<file path="config.mk">
export PLATFORM = sky130hd
export DESIGN_NAME = evm_booth_arbiter
export DESIGN_NICKNAME = d
export VERILOG_FILES = /design/src/rtl/evm_pkg.sv /design/src/rtl/evm_rr_arbiter.sv /design/src/rtl/evm_booth_arbiter.sv
export SDC_FILE = /design/constraint.sdc
export NUM_CORES = 1
export LEC_CHECK = 0
export BUFFER_PORTS_ARGS = -buffer_cell sky130_fd_sc_hd__buf_2
export CELL_PAD_IN_SITES_DETAIL_PLACEMENT = 0
export CELL_PAD_IN_SITES_GLOBAL_PLACEMENT = 2
export CORE_ASPECT_RATIO = 0.6
export CORE_MARGIN = 4
export CORE_UTILIZATION = 36
export DETAILED_ROUTE_END_ITERATION = 10
export PLACE_DENSITY_LB_ADDON = 0.1
export SLEW_MARGIN = 25
export SYNTH_ARGS = -nofsm -noshare
export SYNTH_HDL_FRONTEND = slang
export SYNTH_HIERARCHICAL = 1
export SYNTH_SLANG_ARGS = --single-unit
</file>
<file path="constraint.sdc">
create_clock -name clk -period 3.56 [get_ports clk]
set_input_delay 0.534 -clock clk [delete_from_list [all_inputs] [get_ports clk]]
set_output_delay 0.534 -clock clk [all_outputs]
set_load 0.005 [all_outputs]
</file>
<file path="src/rtl/evm_pkg.sv">
// evm_pkg: session state encoding and shared constants for the booth arbiter.
package evm_pkg;
  typedef enum logic [1:0] {S_IDLE, S_OPEN, S_DRAIN, S_CLOSED} state_e;
  localparam int CAND_NONE = 0;
endpackage

</file>
<file path="src/rtl/evm_rr_arbiter.sv">
// evm_rr_arbiter: picks the first pending booth at or after the pointer, wrapping.
module evm_rr_arbiter #(
  parameter int N  = 4,
  parameter int IW = $clog2(N)
) (
  input  logic [N-1:0]  pending_i,
  input  logic [IW-1:0] ptr_i,
  output logic [IW-1:0] win_o,
  output logic          any_o
);
  int j;
  assign any_o = |pending_i;
  // Scanning from the far end lets the nearest pending index overwrite the rest.
  always_comb begin
    win_o = '0;
    j = 0;
    for (int k = N - 1; k >= 0; k--) begin
      j = int'(ptr_i) + k;
      if (j >= N) j = j - N;
      if (pending_i[j]) win_o = IW'(j);
    end
  end
endmodule

</file>
<file path="src/rtl/evm_booth_arbiter.sv">
// evm_booth_arbiter: session FSM sharing one tally datapath among voting booths.
module evm_booth_arbiter
  import evm_pkg::*;
#(
  parameter int NUM_BOOTHS = 4,
  parameter int CAND_W     = 2,
  parameter int WIDTH      = 7
) (
  input  logic                           clk,
  input  logic                           rst,
  input  logic                           session_open,
  input  logic                           session_close,
  input  logic [NUM_BOOTHS-1:0]          booth_req,
  input  logic [NUM_BOOTHS*CAND_W-1:0]   booth_cand,
  output logic [NUM_BOOTHS-1:0]          booth_grant,
  output logic                           vote_dropped,
  output logic                           tally_valid,
  output logic [CAND_W-1:0]              tally_cand,
  output logic [$clog2(NUM_BOOTHS)-1:0]  tally_booth,
  input  logic                           tally_ready,
  output logic                           session_active,
  output logic                           session_closed,
  output logic [WIDTH-1:0]               accepted_count
);
  localparam int IW = $clog2(NUM_BOOTHS);
  state_e state_q, state_d;
  logic [NUM_BOOTHS-1:0] pending_q, pending_d, armed_q, armed_d, take, drop_v, grant_q;
  logic [CAND_W-1:0] slot_q [NUM_BOOTHS];
  logic [CAND_W-1:0] cand_q;
  logic [IW-1:0] rr_q, win, booth_q;
  logic [WIDTH-1:0] cnt_q;
  logic any, load, accept, valid_q, drop_q;

  evm_rr_arbiter #(.N(NUM_BOOTHS), .IW(IW)) u_rr (
    .pending_i(pending_q),
    .ptr_i    (rr_q),
    .win_o    (win),
    .any_o    (any)
  );

  always_comb begin
    take   = '0;
    drop_v = '0;
    for (int i = 0; i < NUM_BOOTHS; i++) begin
      take[i]   = state_q == S_OPEN && booth_req[i] && armed_q[i] && !pending_q[i];
      drop_v[i] = take[i] && booth_cand[i*CAND_W +: CAND_W] == CAND_W'(CAND_NONE);
    end
  end

  assign load      = (!valid_q || tally_ready) && any;
  assign accept    = valid_q && tally_ready;
  // Re-arming only on a released button makes a held press worth one ballot.
  assign armed_d   = ~booth_req | (armed_q & ~take);
  assign pending_d = (pending_q & ~(load ? NUM_BOOTHS'(1) << win : '0)) | (take & ~drop_v);

  always_comb begin
    state_d = state_q;
    case (state_q)
      S_IDLE:   state_d = session_open ? S_OPEN : S_IDLE;
      S_OPEN:   state_d = session_close ? S_DRAIN : S_OPEN;
      S_DRAIN:  state_d = (!any && !valid_q) ? S_CLOSED : S_DRAIN;
      S_CLOSED: state_d = session_open ? S_CLOSED : S_IDLE;
      default:  state_d = S_IDLE;
    endcase
  end

  always_ff @(posedge clk or negedge rst) begin
    if (!rst) begin
      state_q   <= S_IDLE;
      pending_q <= '0;
      armed_q   <= '0;
      rr_q      <= '0;
      valid_q   <= 1'b0;
      cand_q    <= '0;
      booth_q   <= '0;
      grant_q   <= '0;
      drop_q    <= 1'b0;
      cnt_q     <= '0;
      for (int i = 0; i < NUM_BOOTHS; i++) slot_q[i] <= '0;
    end else begin
      state_q   <= state_d;
      pending_q <= pending_d;
      armed_q   <= armed_d;
      drop_q    <= |drop_v;
      grant_q   <= accept ? NUM_BOOTHS'(1) << booth_q : '0;
      for (int i = 0; i < NUM_BOOTHS; i++)
        if (take[i] && !drop_v[i]) slot_q[i] <= booth_cand[i*CAND_W +: CAND_W];
      if (load) begin
        valid_q <= 1'b1;
        cand_q  <= slot_q[win];
        booth_q <= win;
        rr_q    <= (win == IW'(NUM_BOOTHS - 1)) ? '0 : win + 1'b1;
      end else if (tally_ready) begin
        valid_q <= 1'b0;
      end
      if (state_q == S_IDLE && session_open) cnt_q <= '0;
      else if (accept && !(&cnt_q)) cnt_q <= cnt_q + 1'b1;
    end
  end

  assign booth_grant    = grant_q;
  assign vote_dropped   = drop_q;
  assign tally_valid    = valid_q;
  assign tally_cand     = cand_q;
  assign tally_booth    = booth_q;
  assign session_active = state_q == S_OPEN;
  assign session_closed = state_q == S_CLOSED;
  assign accepted_count = cnt_q;
endmodule

</file>
-- Yosys cells after proc, flatten, opt, wreduce, memory -nomap -nowiden
Cells that the tools add are included.
- mux-type cells: 35
- magnitude comparators: 9
- reduce and logical (&&, ||, !) cells: 47
- add/sub/neg operators: 9
- equality and inequality tests: 4
- bitwise logic cells: 10
- shifts and indexed selects: 2
- operator list (cell ; number):
    32-bit by 4-bit < comparator with 1-bit output (second input constant) ; 4
    32-bit 2-to-1 mux ; 4
    32-bit by 4-bit greater-or-equal comparator with 1-bit output (second input constant) ; 3
    32-bit by 4-bit subtractor with 32-bit output (second input constant) ; 3
    1-bit logical AND ; 25
    2-bit 2-to-1 mux ; 9
    4-bit NOT ; 4
    7-bit 2-to-1 mux ; 2
    4-bit bitwise AND ; 3
    1-bit 2-to-1 mux ; 12
    1-bit zero test ; 11
    2-bit zero test ; 5
    1-bit binary-select mux with 2-bit select ; 4
    4-bit 2-to-1 mux ; 2
    4-bit bitwise OR ; 2
    2-bit case mux with 4 select lines ; 1
    4-bit OR reduction ; 2
    1-bit by 2-bit left shift with 4-bit output (first input constant) ; 2
    7-bit by 1-bit adder with 7-bit output (second input constant) ; 1
    7-bit AND reduction ; 1
    2-bit by 2-bit adder with 3-bit output (second input constant) ; 2
    2-bit equality test (second input constant) ; 3
    2-bit binary-select mux with 2-bit select ; 1
    2-bit nonzero test ; 2
    other kinds (8) ; 8
- input bits: 17
- output and inout port bits: 19
- logic and storage cells: 130
- bits in registers: 37

-- Depth between registers and ports, before layout
- depth after elaboration: 15
- mapped depth: 8

-- Modules after synthesis
The synthesis kept the hierarchy.
- by module, submodules not included (module ; instances ; cells each ; seq. area each (µm²) ; area each (µm²)):
    evm_booth_arbiter ; 1 ; 154 ; 925.9 ; 1640.3
    evm_rr_arbiter ; 1 ; 13 ; 0.0 ; 77.6

-- Least setup slack after synthesis
OpenSTA, ideal clock, no wires.
- path type: reg2reg
- start: register rr_q[1]
- end: register cand_q[0], in the netlist tally_cand[0]
- stages on the path, launching flop included: 5
- setup slack: 1.656 ns
- library setup time: 0.125 ns
- data arrival time: 1.779 ns
- period minus slack after synthesis: 1.904 ns
- data required time: 3.435 ns
- path through: dfrtp_1 -> mux2i_1 -> a211oi_2 -> mux4_2 -> mux2_2
- cells in the longest elaborated chain, start to end: 14
- ends and longest elaborated chain (what ; line ; RTL):
    from (decl) ; evm_booth_arbiter.sv:30 ; logic [IW-1:0] rr_q, win, booth_q;
    from (signal assigned) ; evm_booth_arbiter.sv:92 ; rr_q <= (win == IW'(NUM_BOOTHS - 1)) ? '0 : win + 1'b1;
    2-bit by 2-bit adder with 3-bit output ; evm_rr_arbiter.sv:18 ; j = int'(ptr_i) + k;
    32-bit by 4-bit subtractor with 32-bit output / 32-bit by 4-bit greater-or-equal comparator with 1-bit output (equally long branches) ; evm_rr_arbiter.sv:19 ; if (j >= N) j = j - N;
    32-bit 2-to-1 mux ; evm_rr_arbiter.sv:19 ;
    1-bit binary-select mux with 2-bit select ; evm_rr_arbiter.sv:20 ; if (pending_i[j]) win_o = IW'(j);
    1-bit 2-to-1 mux (not written as such) (2 in a row) ; evm_rr_arbiter.sv:20 ;
    2-bit 2-to-1 mux (3 in a row) ; evm_rr_arbiter.sv:20 ;
    2-bit 2-to-1 mux (*) ; evm_rr_arbiter.sv:20 ;
    named net win[0] ; evm_booth_arbiter.sv:30 ;
    2-bit NOT with 3-bit output (not written as such) (*) ; evm_booth_arbiter.sv:90 ; cand_q <= slot_q[win];
    2-bit binary-select mux with 2-bit select (*) ; evm_booth_arbiter.sv:90 ;
    2-bit 2-to-1 mux (not written as such) (*) (2 in a row) ; evm_booth_arbiter.sv:90 ;
    to (signal assigned) ; evm_booth_arbiter.sv:90 ;
    to (decl) ; evm_booth_arbiter.sv:29 ; logic [CAND_W-1:0] cand_q;
The timed path passes the listed nets; every way through them passes the cells marked *. The select of a mux whose other input is x is not followed.
A chain may end at the register's enable or synchronous reset.

-- Worst setup path in the final report
- start: register rr_q[1]
- end: register cand_q[1], in the netlist tally_cand[1]
The elaborated chain is that of the path after synthesis.

==> flow_summary.yaml <==
route:
  vias_per_cell: 4.98
  drc: 0
  ant_nets: 0
  dr_total_vias: 1354
  first_pass_iters: 4
  drtIter0Drc: 72
  drt-total-wl_mm: 3.89
  wl_per_cell_um: 14.3
clock_network:
  root_buffer: "clkbuf_8"
  cts_tree: "done"
  insertion_delay_ns: 0.29
  cts_max_path_buffers: 2
  postCtsSetupRepairBufs: 0
  cts_resized: 0
  cts_sinks: 37
  postCtsHoldBufs: 0
  cts_made_buffers: 5
  htreeDepth: 2
  path_clk_slew_ns: 0.08
final_layout:
  multiInputGateArea_um2: 758
  final_cell_mix: "37 x dfrtp_1, 35 x buf_2, 31 x nand2_1"
  drive_above_1_share: 0.244
  seqCellArea_um2: 926
  num_antenna_cells: 0
  syn2layout_area_growth_pct: 21.6
  fill_cells: 472
  final_net_count: 230
  layout_commonest_cell: "dfrtp_1"
setup_path:
  r2r_slack_ns: 1.51
  worst-path-buf-inv: 0
  critical_path_class: "register to register"
  cp.arrival_ns: 2.23
  r2r_cells: 4
  reg2reg_to: "tally_cand[1]"
  r2r_start: "rr_q[1]"
  critPathSlowestCell: "mux4_2"
  startpoint_type: "register"
  critPathMaxStageDelay_ns: 0.56
  path_cells: "mux2i_1 > a211oi_2 > mux4_2 > mux2_2"
  cp_top_family: "multiplexers"
  worstSetupEndpointType: "register"
  crit_required_ns: 3.74
  critPathMaxFanout: 6
global_route:
  overflow: 0
  grt_pass1_wl_mm: 6.60
  grt_pass1_vias: 1303
  grt.total_usage: 0.142
  grt_max_degree: 38
  antenna_found_initial: 0
sta:
  drv_slew: 0
  rsz0062_at_grt: "false"
  timing.final.crit_period_ns: 2.05
  fmax_mhz: 488
  setup-tns-final_ns: 0
  fin_skew_ns: 0.00960
  hold_viol_final: 0
  tightest_slew_ns: 0.905
  setup_viol: 0
  finalCritPeriodShare: 0.575
  max_slew_margin: 0.396
  final.setup.worst_slack_ns: 1.51
placed_design:
  dp_hpwl_mm: 2.95
  dp_slack_ns: 1.50
  gp_congestion: 0.794
  port_buffers: 35
synthesis:
  synth_area_leaders: "dfrtp_1 54%, nand2_1 6.8%, a22o_1 4.1%, ha_1 3.6%, nor2_1 3.1%"
  synth_top_area_frac: 0.539
  yosys_register_bits: 37
  syn_area_um2: 1720
  synth-main-ff-cell: "dfrtp_1"
  synthArstFlopShare: 1.00
  ys_seq_area_frac: 0.539
  syn_nets: 189
  yosys.cell_types.count: 31
  synth_largest_area_cell: "dfrtp_1"
  yosys_warnings: 6
  syn_inst: 167
  syn_area_per_cell_um2: 10.3
  synth_edf_count: 0
floorplanning:
  coreArea_um2: 4590
  dieArea_um2: 5980
  rows: 19
  die_h_um: 61.5
  start_util: 0.374
  die_x_um: 97.2
  num_io_pins: 36
worst_hold_path:
  worstHoldPathType: "primary input to asynchronous set/reset pin"
outcome:
  status: "finished, final reports clean"
pwr:
  total_leakage_power_nw: 1.02
  pwr_density_cell_nw_per_um2: 869
  ir_drop_mv: 0.397
run:
  cap_violations: 0
-- cells by family after synthesis --
group | share of synthesized area
DFF | 0.539
xor gates and xnor gates | 0.00510
and+or+nand+nor | 0.184
adders and majority gates | 0.0364
muxes | 0.0575
AOI/OAI and AO/OA | 0.158
buffers and inverters | 0.0197
-- synth_stat cells (3+ instances only) --
| library cell | number |
|---|---|
| nand3_1 | 5 |
| nand2b_1 | 5 |
| inv_1 | 8 |
| ha_1 | 5 |
| nor2_1 | 14 |
| nor3_1 | 5 |
| nor3b_1 | 3 |
| o21ai_0 | 10 |
| mux2_2 | 3 |
| a21oi_1 | 8 |
| dfrtp_1 | 37 |
| nand2_1 | 31 |
| a22o_1 | 8 |
-- where the power goes --
| part | switching [mW] | internal [mW] | leakage [nW] |
|---|---|---|---|
| Combinational | 0.350 | 0.329 | 0.515 |
| Clock | 0.152 | 0.228 | 0.0574 |
| Sequential | 0.162 | 0.595 | 0.452 |
| Total | 0.664 | 1.15 | 1.02 |
-- final cells by class --
type / count / area share
Inverter: 8 / 0.0144
Sequential cell: 37 / 0.443
Tap cell: 63 / 0.0377
Multi-Input combinational cell: 121 / 0.363
Clock buffer: 6 / 0.0395
Timing Repair Buffer: 35 / 0.0839
Clock inverter: 2 / 0.0180
-- metal layers --
metal | vias to the layer above | wire length (um) | track usage
met5 | - | 0 | 0
met4 | 0 | 17 | 0.0400
met3 | 4 | 262 | 0.0509
met2 | 37 | 1540 | 0.191
met1 | 638 | 2080 | 0.212
li1 | 675 | - | -
-- sequential cells by signal, indices dropped and copies added, names as in the netlist --
register,flops
tally_booth,2
vote_dropped,1
pending_q,4
state_q,2
accepted_count,7
booth_grant,4
tally_cand,2
rr_q,2
slot_q,8
tally_valid,1
armed_q,4
-- worst max-delay path by stage --
stage | start | endpoint | cells past startpoint
3_5_place_dp | rr_q[1] | tally_cand[1] | 4
3_3_place_gp | rr_q[1] | tally_cand[0] | 4
6_report | rr_q[1] | tally_cand[1] | 4
4_1_cts | rr_q[1] | tally_cand[1] | 4
5_1_grt | rr_q[1] | tally_cand[1] | 5
2_1_floorplan | rr_q[1] | tally_cand[0] | 4
-- per-stage QoR --
stage / hold WS [ns] / instance area (um^2) / total power [mW] / utilization / instances
global route: 0.404 / 2090 / 1.98 / 0.455 / 272
CTS: 0.370 / 2090 / 1.84 / 0.455 / 272
finish: 0.339 / 2090 / 1.82 / 0.455 / 272
global placement: 0.492 / 1970 / 1.42 / 0.429 / 264
detailed placement: 0.484 / 1970 / 1.45 / 0.429 / 264
floorplan: 0.238 / 1720 / 1.21 / - / 167
No activity file was read; power rests on OpenSTA's default activity.
